==> config.mk <==
export PLATFORM = sky130hd
export DESIGN_NAME = fft_frame_sequencer_flat
export DESIGN_NICKNAME = d
export VERILOG_FILES = /design/src/rtl/fft_seq_if.sv /design/src/rtl/fft_frame_sequencer.sv /design/src/flat_wrapper.sv
export SDC_FILE = /design/constraint.sdc
export NUM_CORES = 1
export LEC_CHECK = 0
export BUFFER_PORTS_ARGS = -buffer_cell sky130_fd_sc_hd__buf_2
export CORE_ASPECT_RATIO = 1.5
export CORE_UTILIZATION = 43
export CTS_BUF_LIST = sky130_fd_sc_hd__clkbuf_8
export CTS_CLUSTER_SIZE = 28
export DETAILED_ROUTE_END_ITERATION = 7
export PLACE_DENSITY = 0.64
export RECOVER_POWER = 25
export SYNTH_ARGS = -nofsm -noshare
export SYNTH_HDL_FRONTEND = slang
export SYNTH_SLANG_ARGS = --single-unit
==> constraint.sdc <==
create_clock -name clk -period 22.3 [get_ports clk]
set_clock_uncertainty 0.05 [all_clocks]
set_input_delay 2.23 -clock clk [delete_from_list [all_inputs] [get_ports clk]]
set_output_delay 2.23 -clock clk [all_outputs]
set_load 0.02 [all_outputs]
==> src/rtl/fft_seq_if.sv <==
// Pair-stream bundle for fft_frame_sequencer: source, FFT-core and sink. Master = sequencer side.
// Every bus is a 128-bit pair {x0_re,x0_im,x1_re,x1_im}; the sink has no backpressure.
interface fft_seq_if;
    logic         s_valid_i;
    logic         s_ready_o;
    logic [127:0] s_data_i;
    logic         fft_start_o;
    logic [127:0] fft_x_o;
    logic         fft_ready_i;
    logic [127:0] fft_x_i;
    logic         m_valid_o;
    logic         m_last_o;
    logic [127:0] m_data_o;

    modport master (
        input  s_valid_i, s_data_i, fft_ready_i, fft_x_i,
        output s_ready_o, fft_start_o, fft_x_o, m_valid_o, m_last_o, m_data_o
    );

    modport slave (
        output s_valid_i, s_data_i, fft_ready_i, fft_x_i,
        input  s_ready_o, fft_start_o, fft_x_o, m_valid_o, m_last_o, m_data_o
    );
endinterface

==> src/rtl/fft_frame_sequencer.sv <==
// Buffers N/2 source pairs, streams them to the FFT core, forwards results with 1-cycle latency.
// Source is backpressured outside LOAD; optional WAIT timeout enabled by FFT_SEQ_TIMEOUT_EN.
module fft_frame_sequencer #(
    parameter int N           = 8,
    parameter int TIMEOUT_CYC = 4096
) (
    input  logic        clk,
    input  logic        rst,
    input  logic        enable_i,
    input  logic        clr_err_i,
    fft_seq_if.master   bus,
    output logic        err_timeout_o,
    output logic        busy_o,
    output logic [2:0]  state_o,
    output logic [15:0] frame_cnt_o
);
    localparam int HALF = N / 2;
    localparam int CW   = $clog2(HALF);

    typedef logic [CW-1:0] cnt_t;
    localparam cnt_t LAST_PAIR = cnt_t'(HALF - 1);
    // Result pair 0 is taken on the WAIT exit cycle, so UNLOAD only counts the remaining pairs.
    localparam cnt_t LAST_UNLD = cnt_t'(HALF - 2);

    typedef enum logic [2:0] {
        IDLE   = 3'd0,
        LOAD   = 3'd1,
        FEED   = 3'd2,
        WAIT   = 3'd3,
        UNLOAD = 3'd4
    } state_t;

    state_t       state;
    cnt_t         cnt;
    logic         s_ready_r;
    logic         start_r;
    logic [127:0] fft_x_r;
    logic         m_valid_r;
    logic         m_last_r;
    logic [127:0] m_data_r;
    logic [15:0]  frame_cnt;
    logic         accept;
    logic         timeout;
    logic [127:0] buf_mem [HALF];

    assign accept = bus.s_valid_i && s_ready_r;

    always_ff @(posedge clk) begin
        if (accept) begin
            buf_mem[cnt] <= bus.s_data_i;
        end
    end

`ifdef FFT_SEQ_TIMEOUT_EN
    localparam int WW = $clog2(TIMEOUT_CYC + 1);
    logic [WW-1:0] wait_cnt;
    logic          err_r;

    // Ready on the expiring cycle still wins: timeout requires fft_ready_i low.
    assign timeout = (state == WAIT) && !bus.fft_ready_i &&
                     (wait_cnt == WW'(TIMEOUT_CYC - 1));

    always_ff @(posedge clk or posedge rst) begin
        if (rst) begin
            wait_cnt <= '0;
            err_r    <= 1'b0;
        end else begin
            if (state == WAIT && !bus.fft_ready_i) begin
                wait_cnt <= wait_cnt + WW'(1);
            end else begin
                wait_cnt <= '0;
            end
            if (timeout) begin
                err_r <= 1'b1;
            end else if (clr_err_i) begin
                err_r <= 1'b0;
            end
        end
    end

    assign err_timeout_o = err_r;
`else
    localparam int unused_timeout_cyc = TIMEOUT_CYC;
    logic unused_clr_err;

    assign unused_clr_err = clr_err_i;
    assign timeout        = 1'b0;
    assign err_timeout_o  = 1'b0;
`endif

    always_ff @(posedge clk or posedge rst) begin
        if (rst) begin
            state     <= IDLE;
            cnt       <= '0;
            s_ready_r <= 1'b0;
            start_r   <= 1'b0;
            fft_x_r   <= '0;
            m_valid_r <= 1'b0;
            m_last_r  <= 1'b0;
            m_data_r  <= '0;
            frame_cnt <= '0;
        end else begin
            start_r   <= 1'b0;
            m_valid_r <= 1'b0;
            m_last_r  <= 1'b0;
            case (state)
                IDLE: begin
                    if (enable_i) begin
                        state     <= LOAD;
                        cnt       <= '0;
                        s_ready_r <= 1'b1;
                    end
                end
                LOAD: begin
                    if (accept) begin
                        if (cnt == LAST_PAIR) begin
                            state     <= FEED;
                            cnt       <= '0;
                            s_ready_r <= 1'b0;
                            start_r   <= 1'b1;
                            fft_x_r   <= buf_mem[0];
                        end else begin
                            cnt <= cnt + cnt_t'(1);
                        end
                    end
                end
                FEED: begin
                    if (cnt == LAST_PAIR) begin
                        state   <= WAIT;
                        cnt     <= '0;
                        fft_x_r <= '0;
                    end else begin
                        cnt     <= cnt + cnt_t'(1);
                        fft_x_r <= buf_mem[cnt + cnt_t'(1)];
                    end
                end
                WAIT: begin
                    if (bus.fft_ready_i) begin
                        state     <= UNLOAD;
                        cnt       <= '0;
                        m_valid_r <= 1'b1;
                        m_data_r  <= bus.fft_x_i;
                    end else if (timeout) begin
                        state <= IDLE;
                        cnt   <= '0;
                    end
                end
                UNLOAD: begin
                    m_valid_r <= 1'b1;
                    m_data_r  <= bus.fft_x_i;
                    if (cnt == LAST_UNLD) begin
                        m_last_r  <= 1'b1;
                        cnt       <= '0;
                        frame_cnt <= frame_cnt + 16'd1;
                        if (enable_i) begin
                            state     <= LOAD;
                            s_ready_r <= 1'b1;
                        end else begin
                            state <= IDLE;
                        end
                    end else begin
                        cnt <= cnt + cnt_t'(1);
                    end
                end
                default: begin
                    state <= IDLE;
                    cnt   <= '0;
                end
            endcase
        end
    end

    assign bus.s_ready_o   = s_ready_r;
    assign bus.fft_start_o = start_r;
    assign bus.fft_x_o     = fft_x_r;
    assign bus.m_valid_o   = m_valid_r;
    assign bus.m_last_o    = m_last_r;
    assign bus.m_data_o    = m_data_r;
    assign busy_o          = (state != IDLE);
    assign state_o         = state;
    assign frame_cnt_o     = frame_cnt;
endmodule

==> src/flat_wrapper.sv <==
// flat-port wrapper written by rule: the top's interface ports become plain ports
module fft_frame_sequencer_flat 
#(
    parameter int N           = 8,
    parameter int TIMEOUT_CYC = 4096
)
  (clk, rst, enable_i, clr_err_i, err_timeout_o, busy_o, state_o, frame_cnt_o, bus_s_valid_i, bus_s_data_i, bus_fft_ready_i, bus_fft_x_i, bus_s_ready_o, bus_fft_start_o, bus_fft_x_o, bus_m_valid_o, bus_m_last_o, bus_m_data_o);
  fft_seq_if bus_i ();
  input  logic clk;
  input  logic rst;
  input  logic enable_i;
  input  logic clr_err_i;
  output logic err_timeout_o;
  output logic busy_o;
  output logic [2:0] state_o;
  output logic [15:0] frame_cnt_o;
  input wire logic [$bits(bus_i.s_valid_i)-1:0] bus_s_valid_i;
  input wire logic [$bits(bus_i.s_data_i)-1:0] bus_s_data_i;
  input wire logic [$bits(bus_i.fft_ready_i)-1:0] bus_fft_ready_i;
  input wire logic [$bits(bus_i.fft_x_i)-1:0] bus_fft_x_i;
  output wire logic [$bits(bus_i.s_ready_o)-1:0] bus_s_ready_o;
  output wire logic [$bits(bus_i.fft_start_o)-1:0] bus_fft_start_o;
  output wire logic [$bits(bus_i.fft_x_o)-1:0] bus_fft_x_o;
  output wire logic [$bits(bus_i.m_valid_o)-1:0] bus_m_valid_o;
  output wire logic [$bits(bus_i.m_last_o)-1:0] bus_m_last_o;
  output wire logic [$bits(bus_i.m_data_o)-1:0] bus_m_data_o;
  assign bus_i.s_valid_i = bus_s_valid_i;
  assign bus_i.s_data_i = bus_s_data_i;
  assign bus_i.fft_ready_i = bus_fft_ready_i;
  assign bus_i.fft_x_i = bus_fft_x_i;
  assign bus_s_ready_o = bus_i.s_ready_o;
  assign bus_fft_start_o = bus_i.fft_start_o;
  assign bus_fft_x_o = bus_i.fft_x_o;
  assign bus_m_valid_o = bus_i.m_valid_o;
  assign bus_m_last_o = bus_i.m_last_o;
  assign bus_m_data_o = bus_i.m_data_o;
  fft_frame_sequencer #(.N(N), .TIMEOUT_CYC(TIMEOUT_CYC)) u_core (.clk(clk), .rst(rst), .enable_i(enable_i), .clr_err_i(clr_err_i), .bus(bus_i), .err_timeout_o(err_timeout_o), .busy_o(busy_o), .state_o(state_o), .frame_cnt_o(frame_cnt_o));
endmodule
==> summary.txt, run 1 <==
Sum Neg Setup Slack - 0 ns
CTS tree - done
Max_cap viols - 1
Clock Tree Root - clkbuf_8
Worst skew pair latency - 0.75 ns
Yosys top cell area share - 50.8%
RSZ-0062 raised after global routing - no
Peak VDD IR - 83.8 uV
Synth unique cells - 41
Crit. End Element - flip-flop
Post-detail-place hpwl - 49.8 mm
Setup CP Type - reg -> reg
Sequential fraction of the synthesis area - 74.0%
RR Startpoint - u_core.cnt[0]$_DFFE_PP0P_
Max Freq - 0.226 GHz
Ys Warns - 0
Worst EP arrival - 4.95 ns
Post-DP Area - 33,900 um2
Worst hold margin - 0.436 ns
Synth Cell Area - 30,300 um2
Layout Nets - 2,488
Mux cell area share after synthesis - 18.5%
Post-Syn Instances - 1,626
Internal power - 0.00331 W
Number of global-route vias before repair - 18,200
Chip width - 219 um
Most frequent cells after synthesis - 512 x edfxtp_1, 281 x dfrtp_1, 139 x nand2_1
Hold buffers post-CTS - 0
Routed WL - 78.2 mm
Worst-margin pin slew - 1.67 ns
Clock power share - 21.7%
GRT Resource Usage Total - 21.9%
Final worst path period need - 4.43 ns
Main combinational cell family by area after synthesis - multiplexers
Sw power - 0.00184 W
Fin area - 36,000 um2
Cts repair resizes - 0
Synthesized-area fraction occupied by adder cells - 0.331%
Slew margin rel. - -11.2%
Share of cells above drive strength 1 - 37.6%
Placeable Area - 69,400 um2
Pins over their slew limit - 28
Post-DRT Antenna Nets - 0
H-tree depth - 3
Pleak - 13.7 nW
GPL Wtd Cong - 0.871
Top cells by area, synth - edfxtp_1 51%, dfrtp_1 23%, mux4_2 9.5%
Hold wc startpoint - u_core.frame_cnt_o[15]$_DFFE_PP0P_
CP required - 22.83 ns
Hold Path Depth - 1
Syn Area/Cell - 18.6 um2
Critical Path Start - u_core.cnt[0]$_DFFE_PP0P_
Min-delay worst type - reg -> reg
Synth async-reset ratio - 35.4%
Largest net degree at the start of global routing - 80
Number of flops mapped to enable cells by yosys - 512
Grt ovf - 0
Post-synth net total - 1,896
Post-route DRC - 0
Count leader, synth - edfxtp_1
CTS sink count - 793
Via count - 17,000
Predominant post-synthesis flop cell - edfxtp_1
#FFs+latches synth - 793
Tcrit/Tclk final - 19.9%
Reg power frac - 42.8%
Post-synthesis xor/xnor area fraction - 0.434%
Synth Area in Compound Gates - 2.42%
Final hold violation count - 0
Post-Synth Simple-Gate Area - 2.65%
Comb pwr share - 35.5%
Failing checks - capacitance limit, slew limit
Outcome - complete, but fails checks
DIE AREA - 71,500 um2
Starting DRT DRC Count - 1,047
Final Setup Violations - 0
PortBufs - 540
Area growth from synthesis to layout - 18.9%
Post-synth top area cell - edfxtp_1
Inserted Clock Buffers - 114
Worst-case clock buffer depth - 3
Worst Path Max Fanout - 42
Post-CTS Setup Inserts - 0
Vias per cell - 5.27
PD cells - 143 nW/um2
R2R cell count - 7
Row cnt - 118
First-pass GRT wire length - 115 mm
Die Y - 327 um
Initial antenna violation count - 16
Drt pass-1 iters - 5
Clock transition at path regs - 0.07 ns
Startpoint types - flip-flop
Top Ports - 543
Starting density of the core - 43.6%
Wire per inst - 24.2 um
Net Sw Frac - 35.8%
layout make-up:
class,count,area (um2)
flip-flops and latches,793,22400
multi-input cells,736,7440
clock inverters,87,452
well taps,900,1130
diodes,5,12.5
inverters,8,42.5
fillers,5754,33400
repair buffers,565,2740
clock buffers,131,1800
per-stage QoR:
step	total power [W]	setup WS [ns]	util (%)	std cells
after detailed placement	0.00410	17.48	48.9	3002
after CTS	0.00523	18.05	52.1	3220
after floorplan	0.00343	12.27	-	1626
after global routing	0.00542	17.47	51.9	3223
final	0.00515	17.87	51.9	3225
after global placement	0.00405	17.49	48.9	3002
critical path, stage by stage, from the launching register on:
cell and delay, ns:
dfrtp_1 1.46, ha_1 0.46, nand3_1 0.27, nor3_4 0.21, buf_4 0.53, buf_4 0.79
mux2i_1 0.28, o21ai_1 0.08
power by group through the flow:
stage / Sequential (W) / Combinational, W / Clock, W
4_1_cts: 0.00221 / 0.00187 / 0.00115
5_1_grt: 0.00225 / 0.00196 / 0.00121
3_3_place_gp: 0.00221 / 0.00184 / 0
3_5_place_dp: 0.00223 / 0.00187 / 0
2_1_floorplan: 0.00249 / 0.000941 / 0
6_report: 0.00220 / 0.00183 / 0.00112
flip-flops by register name (all words and copies together) (netlist names):
name	cells
u_core.bus.fft_start_o	1
u_core.bus.m_valid_o	1
u_core.bus.s_ready_o	1
u_core.buf_mem	512
u_core.state_o	3
u_core.bus.fft_x_o	128
u_core.bus.m_last_o	1
u_core.cnt	2
u_core.frame_cnt_o	16
u_core.bus.m_data_o	128
cells by family (layout without fill, tap and decap cells):
logic type               count (synthesis)  count (layout)
AO/OA/AOI/OAI                          142             142
XOR/XNOR                                15              15
adder cells (fa/ha/maj)                  8               8
buffers and inverters                   97             791
flip-flops                             793             793
multiplexers                           384             384
other                                    1               6
AND/OR/NAND/NOR                        186             186
routing by layer:
layer,track usage [%],vias to the layer above,part of all wire [%]
met5,0,-,0.13
met1,24.1,8739,36
li1,-,7477,-
met4,8.79,16,3.2
met3,6.90,128,8.5
met2,38.8,636,52
path summary, 6_finish.rpt:
check,end,slack (ns)
max in group asynchronous,u_core.bus.fft_x_o[54]$_DFFE_PP0P_,19.16
setup reg to reg,u_core.bus.fft_x_o[118]$_DFFE_PP0P_,17.87
hold reg to reg,u_core.frame_cnt_o[15]$_DFFE_PP0P_,0.44
setup / recovery,u_core.bus.fft_x_o[118]$_DFFE_PP0P_,17.87
min in group asynchronous,u_core.bus.fft_x_o[13]$_DFFE_PP0P_,1.58
hold / removal,u_core.frame_cnt_o[15]$_DFFE_PP0P_,0.44
placed cells by master (no fill, tap or decap), types with 2 or more instances in the layout:
cell        instances
a21oi_1             3
a22oi_1             2
and3_1              3
and3_4              3
buf_2             419
buf_4              25
bufinv_16           2
clkbuf_1          121
clkbuf_8          131
clkinv_1           15
clkinv_2           18
clkinvlp_4          2
dfrtp_1           281
diode_2             5
edfxtp_1          512
ha_1                7
inv_1              49
inv_6               4
inv_8               3
mux2_2            128
mux2i_1           128
mux4_2            128
nand2_1           139
nand2b_1            2
nand3_1             7
nand3b_1            2
nand4_1             5
nor2_1             12
nor2b_1             3
o21ai_0             7
o21ai_1           122
o22ai_1             2
xnor2_1             8
xor2_1              7
No activity file was read; power rests on OpenSTA's default activity.
==> run 2: changes to the inputs <==
Clock period 22.3 ns to 4.25 ns, I/O delays scaled along.
==> run 2 against run 1 <==
The flow now finishes without violations. Largest cell class unchanged. Combinational power rose to 5.5 times the previous value. Sequential share of layout area decreased by 4.8 points. Count of clock-buffer cells in the layout increased by 3. Sequential power grew to 5.3 times the previous value. Via count grew 6.9%. Critical path type unchanged. Hold slack lost 0.19 ns. Critical path depth fell by 3.
==> summary.txt, run 2 (same netlist as run 1, synthesis figures left out) <==
Max_cap viols - 0 (was 1)
Grt ovf - 0 (unchanged)
Row cnt - 118 (unchanged)
Cts repair resizes - 0 (unchanged)
Final Setup Violations - 0 (unchanged)
Clock transition at path regs - 0.07 ns (about the same)
Inserted Clock Buffers - 117 (was 114)
Post-CTS Setup Inserts - 0 (unchanged)
Crit. End Element - flip-flop (unchanged)
Fin area - 39,000 um2 (was 36,000 um2)
Worst hold margin - 0.244 ns (was 0.436 ns)
H-tree depth - 3 (unchanged)
Fillers - 5,421 (was 5,754)
Reg power frac - 41.8% (was 42.8%)
Die Y - 327 um (unchanged)
Slowest cell on crit path - dfrtp_4 (was dfrtp_1)
Net Sw Frac - 36.0% (was 35.8%)
GRT Resource Usage Total - 23.1% (was 21.9%)
First-pass GRT wire length - 121 mm (was 115 mm)
Final hold violation count - 0 (unchanged)
Via count - 18,200 (was 17,000)
RSZ-0062 raised after global routing - no (unchanged)
Min-delay worst type - in -> reg (was reg -> reg)
Comb pwr share - 36.3% (was 35.5%)
Sw power - 0.00999 W (was 0.00184 W)
Post-detail-place hpwl - 50.4 mm (was 49.8 mm)
Area growth from synthesis to layout - 28.9% (was 18.9%)
Initial antenna violation count - 7 (was 16)
CP required - 4.57 ns (was 22.83 ns)
Hold buffers post-CTS - 259 (was 0)
Clock Tree Root - clkbuf_8 (unchanged)
Most frequent cells in the layout - 512 x edfxtp_1, 421 x buf_2, 280 x dfrtp_1 (was 512 x edfxtp_1, 419 x buf_2, 281 x dfrtp_1)
Final worst path period need - 3.05 ns (was 4.43 ns)
Pins over their slew limit - 0 (was 28)
CP max stage delay - 0.68 ns (was 1.46 ns)
Top Ports - 543 (unchanged)
Post-DRT Antenna Nets - 0 (unchanged)
Slew margin rel. - 31.8% (was -11.2%)
CTS sink count - 793 (unchanged)
PD cells - 711 nW/um2 (was 143 nW/um2)
CTS tree - done (unchanged)
Largest register FFs - 512 (unchanged)
Post-route setup slack - 1.20 ns (was 17.87 ns)
Pre-CTS WS - 1.15 ns (was 17.48 ns)
Tcrit/Tclk final - 71.7% (was 19.9%)
Setup CP Type - reg -> reg (unchanged)
Peak VDD IR - 543 uV (was 83.8 uV)
Starting DRT DRC Count - 1,100 (was 1,047)
GPL Wtd Cong - 0.879 (was 0.871)
Number of global-route vias before repair - 19,700 (was 18,200)
Max Freq - 0.328 GHz (was 0.226 GHz)
Startpoint types - flip-flop (unchanged)
Placeable Area - 69,400 um2 (unchanged)
Largest net degree at the start of global routing - 129 (was 80)
Starting density of the core - 43.6% (unchanged)
Top reg by flops - u_core.buf_mem (unchanged)
Worst-margin pin slew - 1.02 ns (was 1.67 ns)
Worst path cell trace - buf_12 -> ha_1 -> and3_4 -> buf_4 (was ha_1 -> nand3_1 -> nor3_4 -> buf_4 -> buf_4 -> mux2i_1 -> o21ai_1)
Chip width - 219 um (unchanged)
Layout Nets - 2,766 (was 2,488)
Worst skew pair latency - 0.74 ns (was 0.75 ns)
Clock power share - 21.8% (was 21.7%)
Worst EP arrival - 3.36 ns (was 4.95 ns)
Routed WL - 82.8 mm (was 78.2 mm)
Sum Neg Setup Slack - 0 ns (unchanged)
Outcome - completed (was complete, but fails checks)
Internal power - 0.0178 W (was 0.00331 W)
Largest delay contributor family on the critical path - buffers and inverters (was flip-flops)
Share of cells above drive strength 1 - 34.3% (was 37.6%)
Worst-case clock buffer depth - 3 (unchanged)
Buf/Inv on CP - 2 (unchanged)
Wire per inst - 23.6 um (was 24.2 um)
Pleak - 14.9 nW (was 13.7 nW)
PortBufs - 540 (unchanged)
Drt pass-1 iters - 5 (unchanged)
Worst Path Max Fanout - 88 (was 42)
Vias per cell - 5.18 (was 5.27)
Post-DP Area - 34,200 um2 (was 33,900 um2)
Post-route DRC - 0 (unchanged)
Most common cell after layout, fill and taps aside - edfxtp_1 (unchanged)
DIE AREA - 71,500 um2 (unchanged)
## run 2: power by group through the flow
stage	combinational [W]	clock, W	sequential [W]
6_report	0.0101	0.00606	0.0116
5_1_grt	0.0108	0.00654	0.0118
4_1_cts	0.0102	0.00623	0.0116
3_5_place_dp	0.0100	0	0.0117
3_3_place_gp	0.00985	0	0.0116
2_1_floorplan	0.00494	0	0.0130
## run 2: final timing paths
check,to,depth (start not counted),start,slack (ns)
worst max-delay path,u_core.buf_mem[1][115]$_DFFE_PP_,4,u_core.cnt[0]$_DFFE_PP0P_,1.20
worst min-delay path,u_core.cnt[1]$_DFFE_PP0P_,4,bus_s_valid_i,0.24
worst max register to register,u_core.buf_mem[1][115]$_DFFE_PP_,4,u_core.cnt[0]$_DFFE_PP0P_,1.20
worst min register to register,u_core.frame_cnt_o[15]$_DFFE_PP0P_,1,u_core.frame_cnt_o[15]$_DFFE_PP0P_,0.42
max in group asynchronous,u_core.bus.fft_x_o[108]$_DFFE_PP0P_,5,rst,2.71
min in group asynchronous,u_core.bus.m_data_o[105]$_DFFE_PP0P_,3,rst,0.35
## run 2: metrics by stage
stage                     power [W]  cells  utilization [%]
after floorplan              0.0180   1626                -
after global placement       0.0215   3018             49.4
after detailed placement     0.0218   3018             49.4
after CTS                    0.0281   3501             56.5
after global routing         0.0291   3505             56.3
final                        0.0278   3506             56.3
## run 2: cell type report
cell class / count / area, um2 / area share (%)
sequential: 793 / 22400 / 57.4
multi-input combinational: 736 / 7440 / 19.0
timing repair buffer: 840 / 5680 / 14.5
clock buffer: 134 / 1840 / 4.72
tap: 900 / 1130 / 2.88
clock inverter: 90 / 498 / 1.28
inverter: 8 / 38.8 / 0.0993
antenna: 5 / 12.5 / 0.0320
## run 2: per-layer routing
| layer | vias to the layer above | GRT usage, % | routed length (um) |
|---|---|---|---|
| li1 | 8046 | - | - |
| met2 | 676 | 39.9 | 42200 |
| met4 | 4 | 14.3 | 4870 |
| met5 | - | 0 | 34 |
| met1 | 9273 | 25.3 | 30000 |
| met3 | 163 | 6.00 | 5770 |
## run 2: worst register-to-register path: cells and delay by family, from the launching register on
family | cells | cell delay, ns
adders and majority gates | 1 | 0.30
and+or+nand+nor | 1 | 0.47
DFF | 1 | 0.68
buffers and inverters | 2 | 1.15
==> run 3: changes to the inputs <==
Settings changed: PLACE_DENSITY 0.64 to 0.67.
Clock period 4.25 ns to 2.8 ns, I/O delays scaled along.
==> run 3 against run 2 <==
Via count up 1.4%. Utilization up 0.98 points. Die area unchanged. Largest power group unchanged. Wire length up 0.13%. Sequential share of layout area down 0.98 points.
==> summary.txt, run 3 (same netlist as run 1, synthesis figures left out) <==
CTS sink count - 793 (unchanged)
Row cnt - 118 (unchanged)
Most common cell after layout, fill and taps aside - edfxtp_1 (unchanged)
Clock transition at path regs - 0.06 ns (was 0.07 ns)
Starting density of the core - 43.6% (unchanged)
Cts repair resizes - 0 (unchanged)
Clock Tree Root - clkbuf_8 (unchanged)
Sum Neg Setup Slack - 0 ns (unchanged)
Final Power - 0.0430 W (was 0.0278 W)
Post-detail-place hpwl - 53.0 mm (was 50.4 mm)
Post-route DRC - 0 (unchanged)
Max_cap viols - 0 (unchanged)
RSZ-0062 raised after global routing - no (unchanged)
DIE AREA - 71,500 um2 (unchanged)
R2R Setup Slk - 0.44 ns (was 1.20 ns)
First-pass GRT wire length - 122 mm (was 121 mm)
Worst-case clock buffer depth - 3 (unchanged)
Setup CP Type - reg -> reg (unchanged)
R2r endpoint - u_core.bus.fft_x_o[66]$_DFFE_PP0P_ (was u_core.buf_mem[1][115]$_DFFE_PP_)
GPL Wtd Cong - 0.844 (was 0.879)
Most frequent cells in the layout - 512 x edfxtp_1, 420 x buf_2, 280 x dfrtp_1 (was 512 x edfxtp_1, 421 x buf_2, 280 x dfrtp_1)
R2R cell count - 6 (was 4)
Startpoint types - flip-flop (unchanged)
GRT Resource Usage Total - 23.1% (about the same)
Tcrit/Tclk final - 84.2% (was 71.7%)
Drt pass-1 iters - 5 (unchanged)
Worst EP arrival - 2.88 ns (was 3.36 ns)
Max Freq - 0.424 GHz (was 0.328 GHz)
Wire per inst - 23.5 um (was 23.6 um)
Share of cells above drive strength 1 - 35.8% (was 34.3%)
PortBufs - 540 (unchanged)
Final Setup Violations - 0 (unchanged)
Peak VDD IR - 809 uV (was 543 uV)
Largest register FFs - 512 (unchanged)
Pins over their slew limit - 0 (unchanged)
Vias per cell - 5.21 (was 5.18)
Post-route setup slack - 0.442 ns (was 1.20 ns)
Most common cell on crit path - buf_12
Grt ovf - 0 (unchanged)
Worst path cell trace - nand2b_1 -> nor3_4 -> buf_12 -> buf_12 -> mux2i_1 -> o21ai_1 (was buf_12 -> ha_1 -> and3_4 -> buf_4)
Routed WL - 83.0 mm (was 82.8 mm)
H-tree depth - 3 (unchanged)
Top reg by flops - u_core.buf_mem (unchanged)
Worst-margin pin slew - 0.916 ns (was 1.02 ns)
PD cells - 1080 nW/um2 (was 711 nW/um2)
Post-DRT Antenna Nets - 0 (unchanged)
Crit. End Element - flip-flop (unchanged)
Placeable Area - 69,400 um2 (unchanged)
Pre-CTS WS - 0.461 ns (was 1.15 ns)
Final hold violation count - 0 (unchanged)
Fin util - 57.2% (was 56.3%)
CTS tree - done (unchanged)
Area growth from synthesis to layout - 31.2% (was 28.9%)
Largest net degree at the start of global routing - 129 (unchanged)
Worst skew pair latency - 0.75 ns (was 0.74 ns)
Layout Nets - 2,800 (was 2,766)
Min-delay worst type - in -> async (was in -> reg)
CP required - 3.32 ns (was 4.57 ns)
Initial antenna violation count - 5 (was 7)
Worst Path Max Fanout - 26 (was 88)
Outcome - completed (unchanged)
Inserted Clock Buffers - 115 (was 117)
Slowest cell on crit path - dfrtp_1 (was dfrtp_4)
Pleak - 15.2 nW (was 14.9 nW)
Number of global-route vias before repair - 19,900 (was 19,700)
Chip width - 219 um (unchanged)
Final worst path period need - 2.36 ns (was 3.05 ns)
Top Ports - 543 (unchanged)
Starting DRT DRC Count - 1,108 (was 1,100)
Slew margin rel. - 38.8% (was 31.8%)
Die Y - 327 um (unchanged)
Via count - 18,400 (was 18,200)
CP max stage delay - 0.65 ns (was 0.68 ns)
RR Startpoint - u_core.state_o[0]$_DFFE_PP0P_ (was u_core.cnt[0]$_DFFE_PP0P_)
==> run 3: how the worst max path moves through the flow <==
stage / from / endpoint / slack, ns / depth (start not counted)
6_report: u_core.state_o[0]$_DFFE_PP0P_ / u_core.bus.fft_x_o[66]$_DFFE_PP0P_ / 0.44 / 6
4_1_cts: u_core.state_o[0]$_DFFE_PP0P_ / u_core.bus.fft_x_o[3]$_DFFE_PP0P_ / 0.43 / 6
3_5_place_dp: u_core.state_o[0]$_DFFE_PP0P_ / u_core.bus.fft_x_o[62]$_DFFE_PP0P_ / 0.46 / 6
3_3_place_gp: u_core.state_o[0]$_DFFE_PP0P_ / u_core.bus.fft_x_o[95]$_DFFE_PP0P_ / 0.49 / 6
2_1_floorplan: rst / u_core.bus.fft_start_o$_DFF_PP0_ / -1.25 / 1
5_1_grt: u_core.state_o[0]$_DFFE_PP0P_ / u_core.bus.fft_x_o[3]$_DFFE_PP0P_ / 0.29 / 6
==> run 3: final cells by class <==
type | count | area, um2
fill | 5313 | 29700
multi-input combinational | 736 | 7460
clock buffer | 137 | 1890
sequential | 793 | 22400
antenna | 6 | 15.0
tap | 900 | 1130
inverter | 8 | 37.5
timing repair buffer | 876 | 6190
clock inverter | 79 | 599
==> run 3: what timing repair did <==
item / in CTS / in global routing
endpoints found under the hold margin: 650 / 0
hold buffers: 260 / 0
buffers inserted: 0 / 0
==> run 3: through the flow <==
step | hold WS, ns | area (um2) | std cells
global placement | 0.407 | 34800 | 3053
detailed placement | 0.418 | 34800 | 3053
CTS | 0.163 | 39900 | 3529
global route | 0.217 | 39700 | 3534
finish | 0.233 | 39700 | 3535
floorplan | 0.329 | 30300 | 1626
==> run 3: layer usage <==
metal | routed length, um | share of wire, % | track usage (%) | vias to the layer above
met5 | 0 | 0 | 0 | -
met4 | 3900 | 4.7 | 12.2 | 0
met3 | 5760 | 6.9 | 5.09 | 154
met2 | 43400 | 52 | 40.8 | 723
met1 | 29900 | 36 | 25.8 | 9445
li1 | - | - | - | 8097
==> run 3: worst max-delay path, delay by kind of cell (launching register included) <==
kind	cells	cell delay [ns]
AOI/OAI and AO/OA	1	0.10
buffers and inverters	2	0.50
DFF	1	0.65
muxes	1	0.25
and+or+nand+nor	2	0.61
==> run 3: report_power, final <==
part           total, W  internal, W  leakage (nW)  switching (W)
Clock           0.00974      0.00529          1.40        0.00444
Combinational    0.0157      0.00662          5.72        0.00912
Sequential       0.0175       0.0160          8.11        0.00157
